## config.mk

```make
export PLATFORM = sky130hd
export DESIGN_NAME = mem_port_arbiter
export DESIGN_NICKNAME = d
export VERILOG_FILES = /design/src/rtl/mem_port_arbiter.sv
export SDC_FILE = /design/constraint.sdc
export NUM_CORES = 1
export LEC_CHECK = 0
export ABC_CLOCK_PERIOD_IN_PS = 2320
export CAP_MARGIN = 20
export CORE_AREA = 2 2 164 166
export DETAILED_ROUTE_END_ITERATION = 8
export DIE_AREA = 0 0 166 168
export MAX_ROUTING_LAYER = met4
export PLACE_DENSITY = 0.66
export SYNTH_ARGS = -nofsm -noshare
export SYNTH_HDL_FRONTEND = slang
export SYNTH_SLANG_ARGS = --single-unit
```

## constraint.sdc

```tcl
create_clock -name clk -period 2.32 [get_ports clk]
set_clock_uncertainty 0.05 [all_clocks]
set_input_delay 0.232 -clock clk [delete_from_list [all_inputs] [get_ports clk]]
set_output_delay 0.232 -clock clk [all_outputs]
set_load 0.02 [all_outputs]
```

## src/rtl/mem_port_arbiter.sv

```systemverilog
`default_nettype none
// ============================================================================
// Module   : mem_port_arbiter
// Brief    : Shares one physical-memory port between NUM_PORTS requesters,
//            round-robin or fixed-priority, one transaction in flight.
// Revision : 1.0 - initial release
// ============================================================================
module mem_port_arbiter #(
    parameter int NUM_PORTS  = 2,
    parameter int DATA_WIDTH = 64,
    parameter int ADDR_WIDTH = 32,
    parameter int RR_MODE    = 1
) (
    input  logic                            clk,
    input  logic                            rst,
    input  logic [NUM_PORTS-1:0]            req_read,
    input  logic [NUM_PORTS-1:0]            req_write,
    input  logic [NUM_PORTS*ADDR_WIDTH-1:0] req_address,
    input  logic [NUM_PORTS*DATA_WIDTH-1:0] req_wdata,
    output logic [NUM_PORTS-1:0]            req_resp,
    output logic [DATA_WIDTH-1:0]           req_rdata,
    input  logic                            pmem_resp,
    input  logic [DATA_WIDTH-1:0]           pmem_rdata,
    output logic                            pmem_read,
    output logic                            pmem_write,
    output logic [ADDR_WIDTH-1:0]           pmem_address,
    output logic [DATA_WIDTH-1:0]           pmem_wdata,
    output logic [$clog2(NUM_PORTS)-1:0]    grant_id
);

    localparam int               c_IDW     = $clog2(NUM_PORTS);
    localparam logic [c_IDW-1:0] c_LAST    = c_IDW'(NUM_PORTS - 1);
    localparam logic [c_IDW-1:0] c_ONE     = c_IDW'(1);
    localparam logic [1:0]       c_ST_IDLE = 2'd0;
    localparam logic [1:0]       c_ST_BUSY = 2'd1;
    localparam logic [1:0]       c_ST_DONE = 2'd2;

    logic [1:0]            r_state;
    logic [1:0]            w_state_nxt;
    logic                  w_grant;
    logic                  w_complete;
    logic [NUM_PORTS-1:0]  w_req;
    logic                  w_found;
    logic [c_IDW-1:0]      w_winner;
    int                    w_idx;

    // r_start is the first port searched on the next round-robin grant
    logic [c_IDW-1:0]      r_start;
    logic [c_IDW-1:0]      r_grant;
    logic                  r_pmem_read;
    logic                  r_pmem_write;
    logic [ADDR_WIDTH-1:0] r_pmem_address;
    logic [DATA_WIDTH-1:0] r_pmem_wdata;
    logic [DATA_WIDTH-1:0] r_rdata;
    logic [NUM_PORTS-1:0]  r_resp;

    assign w_req = req_read | req_write;

    always_comb begin
        w_found  = 1'b0;
        w_winner = '0;
        w_idx    = 0;
        for (int k = 0; k < NUM_PORTS; k++) begin
            w_idx = k + ((RR_MODE != 0) ? int'(r_start) : 0);
            if (w_idx >= NUM_PORTS) begin
                w_idx = w_idx - NUM_PORTS;
            end
            if (!w_found && w_req[w_idx[c_IDW-1:0]]) begin
                w_found  = 1'b1;
                w_winner = w_idx[c_IDW-1:0];
            end
        end
    end

    always_comb begin
        w_state_nxt = r_state;
        w_grant     = 1'b0;
        w_complete  = 1'b0;
        case (r_state)
            c_ST_IDLE: begin
                if (w_found) begin
                    w_grant     = 1'b1;
                    w_state_nxt = c_ST_BUSY;
                end
            end
            c_ST_BUSY: begin
                if (pmem_resp) begin
                    w_complete  = 1'b1;
                    w_state_nxt = c_ST_DONE;
                end
            end
            c_ST_DONE: w_state_nxt = c_ST_IDLE;
            default:   w_state_nxt = c_ST_IDLE;
        endcase
    end

    always_ff @(posedge clk) begin
        if (rst) begin
            r_state        <= c_ST_IDLE;
            r_start        <= '0;
            r_grant        <= '0;
            r_pmem_read    <= 1'b0;
            r_pmem_write   <= 1'b0;
            r_pmem_address <= '0;
            r_pmem_wdata   <= '0;
            r_rdata        <= '0;
            r_resp         <= '0;
        end else begin
            r_state <= w_state_nxt;
            r_resp  <= '0;
            if (w_grant) begin
                // read+write together resolves to a write
                r_grant        <= w_winner;
                r_pmem_write   <= req_write[w_winner];
                r_pmem_read    <= req_read[w_winner] & ~req_write[w_winner];
                r_pmem_address <= req_address[w_winner*ADDR_WIDTH +: ADDR_WIDTH];
                r_pmem_wdata   <= req_wdata[w_winner*DATA_WIDTH +: DATA_WIDTH];
                r_start        <= (w_winner == c_LAST) ? '0 : w_winner + c_ONE;
            end
            if (w_complete) begin
                r_pmem_read  <= 1'b0;
                r_pmem_write <= 1'b0;
                r_rdata      <= pmem_rdata;
                r_resp       <= NUM_PORTS'(1) << r_grant;
            end
        end
    end

    assign req_resp     = r_resp;
    assign req_rdata    = r_rdata;
    assign pmem_read    = r_pmem_read;
    assign pmem_write   = r_pmem_write;
    assign pmem_address = r_pmem_address;
    assign pmem_wdata   = r_pmem_wdata;
    assign grant_id     = r_grant;

endmodule
`default_nettype wire

```

==> flow_results.xml, run 1 <==
<?xml version="1.0" encoding="UTF-8"?>
<metrics>
  <group name="grt">
    <metric name="grt_overflow_total" unit="">0</metric>
    <metric name="grtUsageTotal" unit="%">15.7</metric>
    <metric name="via_count_of_the_first_global_routing_pass" unit="">5608</metric>
    <metric name="grt_max_degree" unit="">67</metric>
    <metric name="grt_pass1_wl" unit="um">33200</metric>
    <metric name="grt_antenna_before_repair" unit="">0</metric>
  </group>
  <group name="placed_design">
    <metric name="dp.final_hpwl" unit="um">16700</metric>
    <metric name="detailedPlace.worstSlack" unit="ns">-0.0472</metric>
    <metric name="dp_cells" unit="">1239</metric>
    <metric name="gp_routability_congestion" unit="">0.871</metric>
    <metric name="port-buffer-count" unit="">427</metric>
    <metric name="placed_cell_area" unit="um^2">10600</metric>
  </group>
  <group name="worst_setup_path">
    <metric name="worst_ep_arrival_time" unit="ns">2.29</metric>
    <metric name="cp_slowest_stage_delay" unit="ns">0.59</metric>
    <metric name="worst_path_max_delay_cell" unit="">sky130_fd_sc_hd__nor2_4</metric>
    <metric name="worstPathMaxFanout" unit="">26</metric>
    <metric name="worstPathCellList" unit="">nor2_4 &gt; a21boi_2 &gt; nor2_4 &gt; buf_4 &gt; a221o_1</metric>
    <metric name="cp.required" unit="ns">2.62</metric>
    <metric name="cpMostUsedCell" unit="">sky130_fd_sc_hd__nor2_4</metric>
    <metric name="critPathLaunchType" unit="">flop</metric>
    <metric name="end_kind" unit="">flop</metric>
    <metric name="timing.setup.critical_path_class" unit="">reg2reg</metric>
  </group>
  <group name="synthesis">
    <metric name="yosysTopAreaCell" unit="">sky130_fd_sc_hd__dfxtp_1</metric>
    <metric name="yosysWarningCount" unit="">0</metric>
    <metric name="yosys-top-cells-area" unit="">sky130_fd_sc_hd__dfxtp_1, sky130_fd_sc_hd__a221o_1, sky130_fd_sc_hd__and2_0</metric>
    <metric name="yosysTopAreaCellShare" unit="%">56.6</metric>
    <metric name="synthesis.area_per_instance" unit="um^2">11.9</metric>
    <metric name="netlist-cell-type-count" unit="">27</metric>
    <metric name="synthesized_cell_area" unit="um^2">5940</metric>
    <metric name="synth.yosys.seq_area_share" unit="%">56.6</metric>
    <metric name="synth_cells" unit="">499</metric>
    <metric name="mappedNetlistNets" unit="">762</metric>
    <metric name="ys_seq_elements" unit="">168</metric>
  </group>
  <group name="timing">
    <metric name="slew_headroom" unit="%">48.1</metric>
    <metric name="postLayoutSetupSlackWorst" unit="ns">0.336</metric>
    <metric name="setup_violations" unit="">0</metric>
    <metric name="total_negative_slack" unit="ns">0</metric>
    <metric name="timing_worst_slew_pin_value" unit="ns">0.776</metric>
    <metric name="fmax" unit="MHz">504</metric>
    <metric name="final_worst_path_period_need" unit="ns">1.98</metric>
    <metric name="period_share" unit="%">85.5</metric>
    <metric name="final-max-slew-violation-count" unit="">0</metric>
    <metric name="report.final.hold_viol_count" unit="">0</metric>
    <metric name="unrepaired_setup_endpoints_after_global_routing" unit="">false</metric>
  </group>
  <group name="routing">
    <metric name="avgRoutedWirePerCell" unit="um">17.4</metric>
    <metric name="postRouteAntennaNets" unit="">0</metric>
    <metric name="drt_first_pass_iters" unit="">5</metric>
    <metric name="vias_per_cell" unit="">4.47</metric>
    <metric name="vias" unit="">5678</metric>
    <metric name="post-route-drc-count" unit="">0</metric>
    <metric name="routed_wirelength" unit="um">22100</metric>
    <metric name="drt_iter0_drc" unit="">277</metric>
  </group>
  <group name="pwr">
    <metric name="pwr_density_cell" unit="nW/um^2">714</metric>
    <metric name="vdd_drop_max" unit="uV">428</metric>
    <metric name="cellLeakagePower" unit="nW">4.18</metric>
  </group>
  <group name="outcome">
    <metric name="outcome" unit="">finished, final reports clean</metric>
  </group>
  <group name="cells_and_area">
    <metric name="ff_latch_area" unit="um^2">3360</metric>
    <metric name="fin_nets" unit="">1180</metric>
    <metric name="post_layout_inst_area" unit="um^2">11200</metric>
    <metric name="fillerInstances" unit="">2480</metric>
    <metric name="drive_above_1_share" unit="%">6.24</metric>
    <metric name="areaGrowthSynthToFinish" unit="%">88.3</metric>
    <metric name="finish.cell_count_without_fillers" unit="">1270</metric>
    <metric name="multi_input_area" unit="um^2">2360</metric>
    <metric name="final_cell_mix" unit="">sky130_fd_sc_hd__clkdlybuf4s50_1, sky130_fd_sc_hd__dfxtp_1, sky130_fd_sc_hd__a221o_1</metric>
    <metric name="antennaDiodeCount" unit="">0</metric>
    <metric name="most_frequent_standard_cell_in_the_layout_excluding_fill_and_tap_cells" unit="">sky130_fd_sc_hd__clkdlybuf4s50_1</metric>
  </group>
  <group name="cts">
    <metric name="cts_buffer_depth" unit="">2</metric>
    <metric name="insertion_delay" unit="ns">0.41</metric>
    <metric name="tritoncts.num_buffers" unit="">17</metric>
    <metric name="clock_tree_from_tritoncts" unit="">done</metric>
    <metric name="post_cts.repair.setup_buffers" unit="">0</metric>
    <metric name="postCtsResizedCells" unit="">0</metric>
    <metric name="post_cts_hold_buffer_count" unit="">0</metric>
    <metric name="clock-sinks" unit="">168</metric>
    <metric name="cts_root_buf" unit="">sky130_fd_sc_hd__clkbuf_16</metric>
    <metric name="h-tree-depth" unit="">4</metric>
    <metric name="clk_transition_reported_paths" unit="ns">0.07</metric>
  </group>
  <group name="floorplanning">
    <metric name="num_ports" unit="">428</metric>
    <metric name="core_area" unit="um^2">26400</metric>
    <metric name="initial_core_util" unit="%">22.5</metric>
    <metric name="design.die.area" unit="um^2">27900</metric>
    <metric name="vertical_die_dimension" unit="um">168</metric>
    <metric name="die_width" unit="um">166</metric>
    <metric name="num_rows" unit="">60</metric>
  </group>
  <group name="flow_run">
    <metric name="cap_violations" unit="">0</metric>
  </group>
  <group name="worst_hold_path">
    <metric name="worst_hold_path_type" unit="">in2reg</metric>
  </group>
</metrics>
==> per-layer routing <==
metal  global-route usage (%)  part of all wire [%]
met2                     25.7                    49
met1                     19.4                    44
met5                        -                     0
met3                     3.57                   5.7
met4                     4.42                   1.3
==> sequential cells by signal, summed over array words and instances, names as in the netlist <==
signal        flops
pmem_read         1
req_resp          2
pmem_write        1
r_start           1
pmem_address     32
req_rdata        64
grant_id          1
r_state           2
pmem_wdata       64
==> synth_stat cells <==
cell type / number
sky130_fd_sc_hd__a211o_1: 1
sky130_fd_sc_hd__a21boi_2: 1
sky130_fd_sc_hd__a21oi_1: 4
sky130_fd_sc_hd__a221o_1: 96
sky130_fd_sc_hd__a22o_1: 64
sky130_fd_sc_hd__a2bb2oi_1: 1
sky130_fd_sc_hd__and2_0: 90
sky130_fd_sc_hd__and2_1: 7
sky130_fd_sc_hd__and4bb_4: 1
sky130_fd_sc_hd__buf_2: 21
sky130_fd_sc_hd__buf_6: 6
sky130_fd_sc_hd__clkbuf_1: 18
sky130_fd_sc_hd__dfxtp_1: 168
sky130_fd_sc_hd__nand2_1: 1
sky130_fd_sc_hd__nand2b_1: 1
sky130_fd_sc_hd__nand3b_1: 1
sky130_fd_sc_hd__nor2_1: 3
sky130_fd_sc_hd__nor2_2: 2
sky130_fd_sc_hd__nor2_4: 2
sky130_fd_sc_hd__nor2b_1: 2
sky130_fd_sc_hd__nor3_1: 1
sky130_fd_sc_hd__nor4_1: 1
sky130_fd_sc_hd__o21ai_0: 3
sky130_fd_sc_hd__o221a_2: 1
sky130_fd_sc_hd__o221ai_2: 1
sky130_fd_sc_hd__o31ai_1: 1
sky130_fd_sc_hd__or3b_2: 1
==> worst paths after layout <==
check / start / depth (start not counted) / slack, ns / to
max reg2reg: r_state[0] / 5 / 0.34 / pmem_address[1]
max: r_state[0] / 5 / 0.34 / pmem_address[1]
min: pmem_rdata[0] / 2 / 0.35 / req_rdata[0]
min reg2reg: req_rdata[48] / 1 / 0.43 / req_rdata[48]
==> worst max-delay path: cells and delay by family (launching register included) <==
kind | cells | cell delay (ns)
compound gates | 2 | 0.37
buf+inv | 1 | 0.35
flops | 1 | 0.48
simple gates | 2 | 0.66
==> cell families (layout without fill, tap and decap cells) <==
logic type,count (synthesis),count (layout),synth area share [%]
compound gates,173,173,27.2
buf+inv,45,475,4.04
flops,168,168,56.6
simple gates,113,113,12.1
==> per-stage QoR <==
| stage | total power, mW | util (%) | hold slack [ns] |
|---|---|---|---|
| after floorplan | 4.16 | - | 0.307 |
| after global placement | 5.32 | 40.3 | 0.411 |
| after detailed placement | 5.33 | 40.3 | 0.413 |
| after CTS | 8.11 | 42.5 | 0.330 |
| after global routing | 8.35 | 42.5 | 0.334 |
| final | 7.99 | 42.5 | 0.354 |
==> final cells by class <==
| type | instances | area share (%) |
|---|---|---|
| tap | 341 | 3.81 |
| sequential | 168 | 30.1 |
| timing repair buffer | 444 | 40.0 |
| clock buffer | 19 | 3.96 |
| clock inverter | 12 | 1.05 |
| multi-input combinational | 286 | 21.1 |
==> power breakdown <==
group	total (mW)	internal, mW	switching [mW]
Sequential	3.33	3.16	0.168
Clock	2.74	1.52	1.22
Combinational	1.93	1.11	0.817
Total	7.99	5.79	2.21
No activity file was read; power rests on OpenSTA's default activity.
==> inputs of run 2 (changes only) <==
==> config.mk (replaced) <==
export PLATFORM = sky130hd
export DESIGN_NAME = mem_port_arbiter
export DESIGN_NICKNAME = d
export VERILOG_FILES = /design/src/rtl/mem_port_arbiter.sv
export SDC_FILE = /design/constraint.sdc
export NUM_CORES = 1
export LEC_CHECK = 0
export ABC_CLOCK_PERIOD_IN_PS = 2050
export CAP_MARGIN = 20
export CORE_AREA = 2 2 169 171
export DETAILED_ROUTE_END_ITERATION = 8
export DIE_AREA = 0 0 171 173
export MAX_ROUTING_LAYER = met4
export PLACE_DENSITY = 0.63
export SYNTH_ARGS = -nofsm -noshare
export SYNTH_HDL_FRONTEND = slang
export SYNTH_SLANG_ARGS = --single-unit
==> constraint.sdc (replaced) <==
create_clock -name clk -period 2.05 [get_ports clk]
set_clock_uncertainty 0.05 [all_clocks]
set_input_delay 0.205 -clock clk [delete_from_list [all_inputs] [get_ports clk]]
set_output_delay 0.205 -clock clk [all_outputs]
set_load 0.02 [all_outputs]
==> run 2 against run 1 <==
  * Hold slack worse by 0.032 ns
  * Global-route usage decreased by 0.74 points
  * Sequential power grew 13%
  * Non-clock buffer count increased by 7
  * First-iteration DRC count shrank 19%
  * Via count about the same
  * Final area is 1.3% higher
  * Combinational power rose by 14%
  * Count of clock-buffer cells in the layout decreased by 2
  * Flip-flop and latch count did not move
  * Power increased by 15%
  * Clock power grew 19%
  * Critical path type is now reg2out
==> flow_results.xml, run 2 (same netlist as run 1, synthesis figures left out) <==
<?xml version="1.0" encoding="UTF-8"?>
<metrics>
  <group name="pwr">
    <metric name="cellLeakagePower" unit="nW">4.24</metric>
    <metric name="pwr_density_cell" unit="nW/um^2">813</metric>
    <metric name="vdd_drop_max" unit="uV">512</metric>
    <metric name="tot_pwr" unit="mW">9.22</metric>
  </group>
  <group name="timing">
    <metric name="final-max-slew-violation-count" unit="">0</metric>
    <metric name="slew_headroom" unit="%">66.1</metric>
    <metric name="fmax" unit="MHz">570</metric>
    <metric name="worst_hold_slack" unit="ns">0.322</metric>
    <metric name="period_share" unit="%">85.6</metric>
    <metric name="postLayoutSetupSlackWorst" unit="ns">0.294</metric>
    <metric name="unrepaired_setup_endpoints_after_global_routing" unit="">false</metric>
    <metric name="report.final.hold_viol_count" unit="">0</metric>
    <metric name="timing_worst_slew_pin_value" unit="ns">0.507</metric>
    <metric name="setup_violations" unit="">0</metric>
    <metric name="final_worst_path_period_need" unit="ns">1.76</metric>
  </group>
  <group name="floorplanning">
    <metric name="die_width" unit="um">171</metric>
    <metric name="num_ports" unit="">428</metric>
    <metric name="design.die.area" unit="um^2">29600</metric>
    <metric name="core_area" unit="um^2">27600</metric>
    <metric name="initial_core_util" unit="%">21.5</metric>
    <metric name="vertical_die_dimension" unit="um">173</metric>
    <metric name="num_rows" unit="">61</metric>
  </group>
  <group name="worst_setup_path">
    <metric name="worst_r2r_path_depth" unit="">6</metric>
    <metric name="worst_path_max_delay_cell" unit="">sky130_fd_sc_hd__clkdlybuf4s50_1</metric>
    <metric name="worstPathCellList" unit="">clkdlybuf4s50_1</metric>
    <metric name="critPathLaunchType" unit="">flop</metric>
    <metric name="timing.setup.critical_path_class" unit="">reg2out</metric>
    <metric name="number_of_cells_on_the_critical_path" unit="">1</metric>
    <metric name="end_kind" unit="">primary output</metric>
    <metric name="cp_slowest_stage_delay" unit="ns">0.66</metric>
    <metric name="worstPathMaxFanout" unit="">4</metric>
    <metric name="critical-path-top-delay-family" unit="">buffers and inverters</metric>
    <metric name="cp_num_buf_inv" unit="">1</metric>
    <metric name="worst_ep_arrival_time" unit="ns">1.50</metric>
    <metric name="cp.required" unit="ns">1.79</metric>
  </group>
  <group name="routing">
    <metric name="postRouteAntennaNets" unit="">0</metric>
    <metric name="vias_per_cell" unit="">4.32</metric>
    <metric name="drt_iter0_drc" unit="">224</metric>
    <metric name="post-route-drc-count" unit="">0</metric>
    <metric name="vias" unit="">5681</metric>
    <metric name="routed_wirelength" unit="um">22200</metric>
    <metric name="drt_first_pass_iters" unit="">4</metric>
    <metric name="avgRoutedWirePerCell" unit="um">16.9</metric>
  </group>
  <group name="cts">
    <metric name="clock-sinks" unit="">168</metric>
    <metric name="postCtsResizedCells" unit="">0</metric>
    <metric name="post_cts.repair.setup_buffers" unit="">0</metric>
    <metric name="post_cts_hold_buffer_count" unit="">0</metric>
    <metric name="clock_tree_from_tritoncts" unit="">done</metric>
    <metric name="tritoncts.num_buffers" unit="">17</metric>
    <metric name="h-tree-depth" unit="">4</metric>
    <metric name="cts_root_buf" unit="">sky130_fd_sc_hd__clkbuf_16</metric>
    <metric name="cts_buffer_depth" unit="">2</metric>
    <metric name="clk_transition_reported_paths" unit="ns">0.08</metric>
    <metric name="insertion_delay" unit="ns">0.41</metric>
  </group>
  <group name="placed_design">
    <metric name="port-buffer-count" unit="">427</metric>
    <metric name="detailedPlace.worstSlack" unit="ns">-0.0352</metric>
    <metric name="dp.final_hpwl" unit="um">16700</metric>
    <metric name="gp_routability_congestion" unit="">0.820</metric>
    <metric name="dp_cells" unit="">1283</metric>
  </group>
  <group name="flow_run">
    <metric name="cap_violations" unit="">0</metric>
  </group>
  <group name="grt">
    <metric name="grt_pass1_wl" unit="um">33100</metric>
    <metric name="via_count_of_the_first_global_routing_pass" unit="">5681</metric>
    <metric name="grt_max_degree" unit="">67</metric>
    <metric name="grt_overflow_total" unit="">0</metric>
    <metric name="grt_antenna_before_repair" unit="">0</metric>
    <metric name="grtUsageTotal" unit="%">14.9</metric>
  </group>
  <group name="cells_and_area">
    <metric name="ff_latch_area" unit="um^2">3360</metric>
    <metric name="most_frequent_standard_cell_in_the_layout_excluding_fill_and_tap_cells" unit="">sky130_fd_sc_hd__clkdlybuf4s50_1</metric>
    <metric name="drive_above_1_share" unit="%">7.05</metric>
    <metric name="multi_input_area" unit="um^2">2360</metric>
    <metric name="antennaDiodeCount" unit="">0</metric>
    <metric name="areaGrowthSynthToFinish" unit="%">90.8</metric>
    <metric name="finish.cell_count_without_fillers" unit="">1314</metric>
    <metric name="final_cell_mix" unit="">sky130_fd_sc_hd__clkdlybuf4s50_1, sky130_fd_sc_hd__dfxtp_1, sky130_fd_sc_hd__a221o_1</metric>
    <metric name="fillerInstances" unit="">2700</metric>
    <metric name="fin_nets" unit="">1187</metric>
  </group>
  <group name="worst_hold_path">
    <metric name="worst_hold_path_type" unit="">in2reg</metric>
    <metric name="hold_depth" unit="">2</metric>
  </group>
  <group name="outcome">
    <metric name="outcome" unit="">finished, final reports clean</metric>
  </group>
</metrics>
[run 2: where the power goes]
part	internal, mW	switching [mW]	total [mW]
combinational	1.27	0.926	2.20
clock	1.73	1.52	3.25
sequential	3.58	0.189	3.77
[run 2: worst reg2reg max path, delay by kind of cell (launching register included)]
| family | cells | cell delay (ns) |
|---|---|---|
| AO/OA/AOI/OAI | 2 | 0.61 |
| AND/OR/NAND/NOR | 2 | 0.23 |
| buffers and inverters | 2 | 0.37 |
| flip-flops | 1 | 0.38 |
[run 2: routing by layer]
layer / part of all wire [%] / global-route usage, % / routed length (um)
met1: 44 / 18.0 / 9700
met3: 6.9 / 3.87 / 1530
met5: 0 / - / 0
met2: 47 / 24.2 / 10500
met4: 1.8 / 4.84 / 407
[run 2: stage by stage]
| stage | cell area [um^2] | util, % | setup TNS, ns |
|---|---|---|---|
| 4_1_cts | 11300 | 41.0 | 0 |
| 5_1_grt | 11300 | 41.0 | 0 |
| 3_3_place_gp | 10800 | 38.9 | -0.588 |
| 3_5_place_dp | 10800 | 38.9 | -0.555 |
| 2_1_floorplan | 5940 | - | 0 |
| 6_report | 11300 | 41.0 | 0 |
[run 2: area by class of cell]
| cell class | count | share of cell area, % |
|---|---|---|
| timing repair buffer | 451 | 40.2 |
| sequential | 168 | 29.7 |
| clock inverter | 14 | 1.41 |
| multi-input combinational | 286 | 20.8 |
| clock buffer | 17 | 3.75 |
| tap | 378 | 4.17 |
[run 2: path summary, 6_finish.rpt]
path / endpoint / slack, ns / startpoint
max: grant_id / 0.29 / grant_id
min: req_rdata[21] / 0.32 / pmem_rdata[21]
min reg2reg: req_rdata[28] / 0.43 / req_rdata[28]
max reg2reg: pmem_wdata[63] / 0.30 / r_state[1]
